==> config.mk <==
export PLATFORM = sky130hd
export DESIGN_NAME = radarpim_reset_sequencer
export DESIGN_NICKNAME = d
export VERILOG_FILES = /design/src/rtl/radarpim_reset_pkg.sv /design/src/rtl/radarpim_sync_2ff.sv /design/src/rtl/radarpim_reset_sequencer.sv
export SDC_FILE = /design/constraint.sdc
export NUM_CORES = 1
export LEC_CHECK = 0
export CORE_MARGIN = 10
export CORE_UTILIZATION = 45
export DETAILED_ROUTE_END_ITERATION = 8
export GPL_TIMING_DRIVEN = 0
export PLACE_DENSITY = 0.72
export SYNTH_ARGS = -nofsm -noshare
export SYNTH_HDL_FRONTEND = slang
export SYNTH_SLANG_ARGS = --single-unit
==> constraint.sdc <==
create_clock -name clk -period 2.6 [get_ports clk]
set_input_delay 0.65 -clock clk [delete_from_list [all_inputs] [get_ports clk]]
set_output_delay 0.65 -clock clk [all_outputs]
set_load 0.01 [all_outputs]
==> src/rtl/radarpim_reset_pkg.sv <==
// radarpim_reset_pkg
// Shared definitions for the RadarPIM reset sequencer:
//   - state encoding (3 bits) as localparams plus the matching enum
//   - default timing constants
//   - small helpers that map a state to the reset domains it releases
package radarpim_reset_pkg;

  localparam int STATE_W = 3;

  localparam logic [STATE_W-1:0] S_HOLD      = 3'd0;
  localparam logic [STATE_W-1:0] S_WAIT_LOCK = 3'd1;
  localparam logic [STATE_W-1:0] S_STABLE    = 3'd2;
  localparam logic [STATE_W-1:0] S_REL_SYS   = 3'd3;
  localparam logic [STATE_W-1:0] S_REL_MEM   = 3'd4;
  localparam logic [STATE_W-1:0] S_REL_CORE  = 3'd5;
  localparam logic [STATE_W-1:0] S_RUN       = 3'd6;
  localparam logic [STATE_W-1:0] S_PLL_RESET = 3'd7;

  typedef enum logic [STATE_W-1:0] {
    ST_HOLD      = S_HOLD,
    ST_WAIT_LOCK = S_WAIT_LOCK,
    ST_STABLE    = S_STABLE,
    ST_REL_SYS   = S_REL_SYS,
    ST_REL_MEM   = S_REL_MEM,
    ST_REL_CORE  = S_REL_CORE,
    ST_RUN       = S_RUN,
    ST_PLL_RESET = S_PLL_RESET
  } state_t;

  localparam int DEF_LOCK_STABLE_CYCLES = 1024;
  localparam int DEF_STAGE_DELAY        = 16;
  localparam int DEF_WDT_CYCLES         = 65535;
  localparam int DEF_PLL_RST_CYCLES     = 8;
  localparam int DEF_CNT_WIDTH          = 16;

  function automatic int max2(input int a, input int b);
    return (a > b) ? a : b;
  endfunction

  // Domains stay released in every later stage of the sequence, so each
  // helper covers its own release state and everything after it.
  function automatic logic sys_released(input state_t s);
    return (s == ST_REL_SYS) || (s == ST_REL_MEM) || (s == ST_REL_CORE) || (s == ST_RUN);
  endfunction

  function automatic logic mem_released(input state_t s);
    return (s == ST_REL_MEM) || (s == ST_REL_CORE) || (s == ST_RUN);
  endfunction

  function automatic logic core_released(input state_t s);
    return (s == ST_REL_CORE) || (s == ST_RUN);
  endfunction

  function automatic state_t next_release(input state_t s);
    case (s)
      ST_REL_SYS: return ST_REL_MEM;
      ST_REL_MEM: return ST_REL_CORE;
      default:    return ST_RUN;
    endcase
  endfunction

endpackage

==> src/rtl/radarpim_sync_2ff.sv <==
// radarpim_sync_2ff
// Two-flop synchronizer bringing the asynchronous PLL lock flag into the
// clk_system domain. Both flops clear on synchronous reset.
// Ports:
//   i_clk    in   clock
//   i_rstnn  in   synchronous active-low reset
//   i_async  in   asynchronous level input
//   o_sync   out  synchronized level (2-cycle latency)
module radarpim_sync_2ff (
  input  logic i_clk,
  input  logic i_rstnn,
  input  logic i_async,
  output logic o_sync
);

  logic r_meta;
  logic r_sync;

  always_ff @(posedge i_clk) begin
    if (!i_rstnn) begin
      r_meta <= 1'b0;
      r_sync <= 1'b0;
    end else begin
      r_meta <= i_async;
      r_sync <= r_meta;
    end
  end

  assign o_sync = r_sync;

endmodule

==> src/rtl/radarpim_reset_sequencer.sv <==
// radarpim_reset_sequencer
// Releases the clk_system reset domains (system -> memory -> PIM core) once
// the PLL lock has been stable for LOCK_STABLE_CYCLES, with STAGE_DELAY cycles
// between releases. Lock loss or an accepted software request re-asserts all
// three resets together.
//
// Optional feature macro: RADARPIM_RESET_SEQ_WATCHDOG_EN
//   When defined, waiting for lock (WAIT_LOCK + STABLE) for WDT_CYCLES cycles
//   pulses pll_rst for PLL_RST_CYCLES cycles and restarts from HOLD.
//   When undefined, pll_rst is constant 0 and the wait is unbounded.
//
// Ports:
//   clk              in   system clock
//   rstnn            in   synchronous active-low reset
//   pll_locked       in   PLL lock flag (asynchronous, synchronized here)
//   sw_rst_req       in   software re-sequence request (level)
//   sw_rst_ack       out  one-cycle acceptance pulse
//   rstnn_system     out  domain 0 reset, active low
//   rstnn_memory     out  domain 1 reset, active low
//   rstnn_core       out  domain 2 reset, active low
//   seq_done         out  high only in RUN
//   seq_state        out  current FSM state (debug/observability)
//   lock_loss_count  out  saturating count of lock-loss events
//   pll_rst          out  active-high PLL reset request
//
// Handshake: sw_rst_req is a level request; it is accepted only on a cycle
// where the FSM is in RUN with lock present. Acceptance is signalled by a
// single-cycle sw_rst_ack on the following edge; the requester should drop
// the request after seeing ack (a held request re-triggers once RUN returns).
module radarpim_reset_sequencer
  import radarpim_reset_pkg::*;
#(
  parameter int LOCK_STABLE_CYCLES = DEF_LOCK_STABLE_CYCLES,
  parameter int STAGE_DELAY        = DEF_STAGE_DELAY,
  parameter int CNT_WIDTH          = DEF_CNT_WIDTH,
  parameter int WDT_CYCLES         = DEF_WDT_CYCLES,
  parameter int PLL_RST_CYCLES     = DEF_PLL_RST_CYCLES
) (
  input  logic               clk,
  input  logic               rstnn,
  input  logic               pll_locked,
  input  logic               sw_rst_req,
  output logic               sw_rst_ack,
  output logic               rstnn_system,
  output logic               rstnn_memory,
  output logic               rstnn_core,
  output logic               seq_done,
  output logic [STATE_W-1:0] seq_state,
  output logic [7:0]         lock_loss_count,
  output logic               pll_rst
);

  // The counter only ever reaches (terminal - 1) before the state exits.
  localparam int CNT_NEEDED = max2(max2(LOCK_STABLE_CYCLES, STAGE_DELAY),
                                   max2(WDT_CYCLES, PLL_RST_CYCLES));

  if (longint'(CNT_NEEDED) > (longint'(1) << CNT_WIDTH)) begin : g_cnt_width_check
    $error("CNT_WIDTH too small for the configured cycle counts");
  end

  localparam logic [CNT_WIDTH-1:0] LSC_LAST   = CNT_WIDTH'(LOCK_STABLE_CYCLES - 1);
  localparam logic [CNT_WIDTH-1:0] STAGE_LAST = CNT_WIDTH'(STAGE_DELAY - 1);

  state_t               r_state;
  state_t               w_state_next;
  logic [CNT_WIDTH-1:0] r_cnt;
  logic [CNT_WIDTH-1:0] w_cnt_next;
  logic                 w_lk;
  logic                 w_lock_lost;
  logic                 w_sw_accept;
  logic                 w_wdt_fire;

  logic                 r_rstnn_system;
  logic                 r_rstnn_memory;
  logic                 r_rstnn_core;
  logic                 r_seq_done;
  logic                 r_sw_rst_ack;
  logic [7:0]           r_lock_loss_count;

  radarpim_sync_2ff u_lock_sync (
    .i_clk   (clk),
    .i_rstnn (rstnn),
    .i_async (pll_locked),
    .o_sync  (w_lk)
  );

`ifdef RADARPIM_RESET_SEQ_WATCHDOG_EN
  localparam logic [CNT_WIDTH-1:0] WDT_LAST    = CNT_WIDTH'(WDT_CYCLES - 1);
  localparam logic [CNT_WIDTH-1:0] PLLRST_LAST = CNT_WIDTH'(PLL_RST_CYCLES - 1);

  // Counts total cycles spent waiting for lock, across STABLE->WAIT_LOCK
  // bounces; any other state clears it, so HOLD always starts it from zero.
  logic [CNT_WIDTH-1:0] r_wdt;
  logic                 r_pll_rst;

  assign w_wdt_fire = (r_wdt == WDT_LAST);

  always_ff @(posedge clk) begin
    if (!rstnn) begin
      r_wdt <= '0;
    end else if ((r_state == ST_WAIT_LOCK) || (r_state == ST_STABLE)) begin
      r_wdt <= r_wdt + 1'b1;
    end else begin
      r_wdt <= '0;
    end
  end

  always_ff @(posedge clk) begin
    if (!rstnn) begin
      r_pll_rst <= 1'b0;
    end else begin
      r_pll_rst <= (w_state_next == ST_PLL_RESET);
    end
  end

  assign pll_rst = r_pll_rst;
`else
  assign w_wdt_fire = 1'b0;
  assign pll_rst    = 1'b0;
`endif

  always_ff @(posedge clk) begin
    if (!rstnn) begin
      r_state <= ST_HOLD;
      r_cnt   <= '0;
    end else begin
      r_state <= w_state_next;
      r_cnt   <= w_cnt_next;
    end
  end

  always_comb begin
    w_state_next = r_state;
    w_cnt_next   = r_cnt;
    w_lock_lost  = 1'b0;
    w_sw_accept  = 1'b0;
    case (r_state)
      ST_HOLD: begin
        w_state_next = ST_WAIT_LOCK;
        w_cnt_next   = '0;
      end
      ST_WAIT_LOCK: begin
        if (w_wdt_fire) begin
          w_state_next = ST_PLL_RESET;
          w_cnt_next   = '0;
        end else if (w_lk) begin
          w_state_next = ST_STABLE;
          w_cnt_next   = '0;
        end
      end
      ST_STABLE: begin
        // Watchdog wins over the final stable cycle: the PLL did not make it.
        if (w_wdt_fire) begin
          w_state_next = ST_PLL_RESET;
          w_cnt_next   = '0;
        end else if (!w_lk) begin
          w_state_next = ST_WAIT_LOCK;
          w_cnt_next   = '0;
        end else if (r_cnt == LSC_LAST) begin
          w_state_next = ST_REL_SYS;
          w_cnt_next   = '0;
        end else begin
          w_cnt_next = r_cnt + 1'b1;
        end
      end
      ST_REL_SYS, ST_REL_MEM, ST_REL_CORE: begin
        if (!w_lk) begin
          w_state_next = ST_WAIT_LOCK;
          w_cnt_next   = '0;
          w_lock_lost  = 1'b1;
        end else if (r_cnt == STAGE_LAST) begin
          w_state_next = next_release(r_state);
          w_cnt_next   = '0;
        end else begin
          w_cnt_next = r_cnt + 1'b1;
        end
      end
      ST_RUN: begin
        // Lock loss has priority over a coincident software request.
        if (!w_lk) begin
          w_state_next = ST_WAIT_LOCK;
          w_cnt_next   = '0;
          w_lock_lost  = 1'b1;
        end else if (sw_rst_req) begin
          w_state_next = ST_HOLD;
          w_cnt_next   = '0;
          w_sw_accept  = 1'b1;
        end
      end
      ST_PLL_RESET: begin
`ifdef RADARPIM_RESET_SEQ_WATCHDOG_EN
        if (r_cnt == PLLRST_LAST) begin
          w_state_next = ST_HOLD;
          w_cnt_next   = '0;
        end else begin
          w_cnt_next = r_cnt + 1'b1;
        end
`else
        w_state_next = ST_HOLD;
        w_cnt_next   = '0;
`endif
      end
      default: begin
        w_state_next = ST_HOLD;
        w_cnt_next   = '0;
      end
    endcase
  end

  // Outputs are decoded from the next state so they change on the same edge
  // as seq_state; releasing follows the state order, while dropping back to
  // WAIT_LOCK or HOLD asserts all three resets at once.
  always_ff @(posedge clk) begin
    if (!rstnn) begin
      r_rstnn_system    <= 1'b0;
      r_rstnn_memory    <= 1'b0;
      r_rstnn_core      <= 1'b0;
      r_seq_done        <= 1'b0;
      r_sw_rst_ack      <= 1'b0;
      r_lock_loss_count <= 8'd0;
    end else begin
      r_rstnn_system <= sys_released(w_state_next);
      r_rstnn_memory <= mem_released(w_state_next);
      r_rstnn_core   <= core_released(w_state_next);
      r_seq_done     <= (w_state_next == ST_RUN);
      r_sw_rst_ack   <= w_sw_accept;
      if (w_lock_lost && (r_lock_loss_count != 8'hFF)) begin
        r_lock_loss_count <= r_lock_loss_count + 8'd1;
      end
    end
  end

  assign rstnn_system    = r_rstnn_system;
  assign rstnn_memory    = r_rstnn_memory;
  assign rstnn_core      = r_rstnn_core;
  assign seq_done        = r_seq_done;
  assign sw_rst_ack      = r_sw_rst_ack;
  assign lock_loss_count = r_lock_loss_count;
  assign seq_state       = r_state;

endmodule
==> metrics.md <==
| Metric | Value |
|---|---|
| Status | `finished, final reports clean` |
| Iteration-0 DRC Markers | `89` |
| Detailed Place HPWL | `2230 µm` |
| Buffers added on ports | `19` |
| Endpoints failing setup | `0` |
| CP Capture Type | `flop` |
| RSZ-0062 raised after global routing | `false` |
| Final instance area | `1940 µm²` |
| Vias after detailed routing | `about 1,300` |
| Setup TNS | `0 ns` |
| CP max stage cell | `o41ai_2` |
| Crit Path Category | `reg -> reg` |
| IO Pins | `21` |
| Reg2Reg Setup Slack | `between 0.2 and 0.3 ns` |
| Minimum clock period | `roughly 2.3 ns` |
| PD cells | `450 nW/µm²` |
| Worst-margin pin slew | `0.771 ns` |
| Arr. time, crit path | `2.55 ns` |
| Fmax | `433 MHz` |
| Slew Limit Headroom | `0.486` |
| Mapped Area | `between 1500 and 2000 µm²` |
| Cell taking the most area after synthesis | `dfxtp_1` |
| Top-area cell type share of the netlist area | `0.418` |
| N_diodes | `0` |
| Max Cap Viol | `0` |
| Gate Count Post-Synth | `187` |
| Worst R2R Start | `r_cnt[0]` |
| First-pass GRT wire length | `5440 µm` |
| Ys Warns | `0` |
| Avg Cell Area, Syn | `between 8 and 9 µm²` |
| Number of vias per cell | `5.14` |
| Setup Skew | `0.00576 ns` |
| Nets | `219` |
| HP Start | `u_lock_sync.r_meta` |
| CTS tree | `done` |
| Maximum VDD drop | `0.267 mV` |
| Main flop type after synthesis | `dfxtp_1` |
| Min Hold Slack | `0.447 ns` |
| Ys async rst share | `0` |
| DIE AREA | `approximately 6400 µm²` |
| Clk_lat worst skew | `0.34 ns` |
| LEAKAGE | `0.629 nW` |
| CTS Buffer Depth | `2` |
| Max incr delay on CP | `0.56 ns` |
| Critical-path cell list | `ha_1 -> nand3_1 -> o41ai_2 -> o22ai_1 -> o21ai_2 -> buf_6 -> nor2_1` |
| Vias in the first global route | `around 1,200` |
| Die Y | `~80 µm` |
| Final Slew Violations | `0` |
| Syn Nets | `193` |
| Largest net degree at the start of global routing | `11` |
| CP Max Fanout | `10` |
| Routed WL | `around 3100 µm` |
| H-tree depth | `2` |
| Final global-route overflow total | `0` |
| Top post-synthesis cells by area | `dfxtp_1 (42%), xnor2_1 (9.1%), nor2_1 (6.2%), nand3_1 (3.1%), nor3_1 (2.8%)` |
| Final core occ | `0.567` |
| Total global-route track usage | `0.104` |
| DRC viols | `0` |
| Final Wtd Congestion | `0.807` |
| Core Rows | `21` |
| Effective utilization at floorplan | `0.477` |
| Register area share after synthesis | `0.418` |
| #FFs+latches synth | `34` |
| Netlist cell types | `49` |
| Total CTS buffers | `5` |
| EDFF count, synth | `0` |
| Post-DP Area | `1880 µm²` |
| Core Area | `3420 µm²` |
| Critical Path RT | `2.84 ns` |
| Hold Vio Cnt, Final | `0` |
| Crit path from | `r_cnt[0]` |
| Antenna violations before repair | `0` |
| Root Driver | `clkbuf_4` |
| Startpoint Class | `flop` |
| Die Span X | `about 80 µm` |
| Hold Buf Count CTS | `0` |
| Clock sink count | `34` |
| Wirelength per Cell | `11.8 µm` |
| Postcts setup bufs | `0` |
| Layout cell share with drive strength beyond 1 | `0.112` |
| Area growth from synthesis to layout | `18.9%` |
| Drt pass-1 iters | `4` |
| Reg clk slew, reported paths | `0.10 ns` |
| PostCTS Resize Cnt | `0` |
| Final period util | `0.889` |
| Post-route antenna net violation count | `0` |
| Hold Crit Class | `reg -> reg` |
power by group:
group	switching, W	internal, W
clock network	0.000172	0.000131
logic	0.0000252	0.0000178
registers	0.00000230	0.000523
total	0.000199	0.000672
cells by family (layout without fill, tap and decap cells):
| kind of cell | after synthesis | in the layout | synth area share |
|---|---|---|---|
| other | 1 | 1 | 0.00230 |
| AOI/OAI and AO/OA | 24 | 24 | 0.115 |
| buffers and inverters | 19 | 46 | 0.0522 |
| DFF | 34 | 34 | 0.418 |
| xor gates and xnor gates | 18 | 18 | 0.0968 |
| adders and majority gates | 2 | 2 | 0.0154 |
| and+or+nand+nor | 86 | 86 | 0.282 |
| muxes | 3 | 3 | 0.0184 |
synthesized netlist by cell type, types with 3 or more instances:
master / count
dfxtp_1: 34
nor2_1: 27
xnor2_1: 17
inv_1: 12
nand2_1: 11
nand3_1: 10
nor3_1: 9
nor2_2: 4
o21ai_0: 4
a21oi_1: 3
and2_1: 3
clkbuf_1: 3
mux2i_1: 3
nand4_1: 3
nor4_1: 3
stage by stage:
| step | power, W | cells | worst slack, ns |
|---|---|---|---|
| 2_1_floorplan | 0.000566 | 187 | 0.614 |
| 3_3_place_gp | 0.000581 | 252 | 0.145 |
| 3_5_place_dp | 0.000581 | 252 | 0.160 |
| 4_1_cts | 0.000885 | 260 | 0.288 |
| 5_1_grt | 0.000915 | 260 | 0.124 |
| 6_report | 0.000871 | 260 | 0.288 |
state kept, by name, summed over array words and instances, names as in the netlist:
name and flops:
rstnn_system 1, rstnn_core 1, u_lock_sync.o_sync 1, sw_rst_ack 1, r_cnt 16, u_lock_sync.r_meta 1
seq_state 3, seq_done 1, lock_loss_count 8, rstnn_memory 1
worst max-delay path, delay by kind of cell (launching register included):
kind / cells / cell delay [ns]
AOI/OAI and AO/OA: 3 / 1.09
buffers and inverters: 1 / 0.18
DFF: 1 / 0.40
adders and majority gates: 1 / 0.19
and+or+nand+nor: 2 / 0.35
path summary, 6_finish.rpt:
check | to | cells past startpoint
max | r_cnt[4] | 7
min | u_lock_sync.o_sync | 1
max reg2reg | r_cnt[4] | 7
min reg2reg | u_lock_sync.o_sync | 1
cell usage in the layout (no fill, tap or decap), drive strengths merged, types with 4 or more instances in the layout:
cell / synthesis / final
nand2: 11 / 11
nand3: 10 / 10
o21ai: 5 / 5
buf: 4 / 4
nor2: 31 / 31
dfxtp: 34 / 34
nor3: 9 / 9
clkdlybuf4s50: 0 / 19
inv: 12 / 12
clkbuf: 3 / 10
nor4: 4 / 4
xnor2: 17 / 17
layout make-up:
type | instances | area (µm²)
buffer | 7 | 40.0
clock buffer | 7 | 55.1
clock inverter | 1 | 5.00
fill | 328 | 1480
inverter | 12 | 45.0
multi-input combinational | 134 | 863
sequential | 34 | 681
tap | 46 | 57.6
timing repair buffer | 19 | 190
per-layer routing:
| metal | track usage | part of all wire | vias to the layer above |
|---|---|---|---|
| met4 | 0.0423 | 0.015 | 0 |
| met5 | 0 | 0 | - |
| li1 | - | - | 700 |
| met3 | 0.0434 | 0.076 | 7 |
| met1 | 0.122 | 0.45 | 601 |
| met2 | 0.164 | 0.46 | 28 |
(Power assumes the default switching activity.)
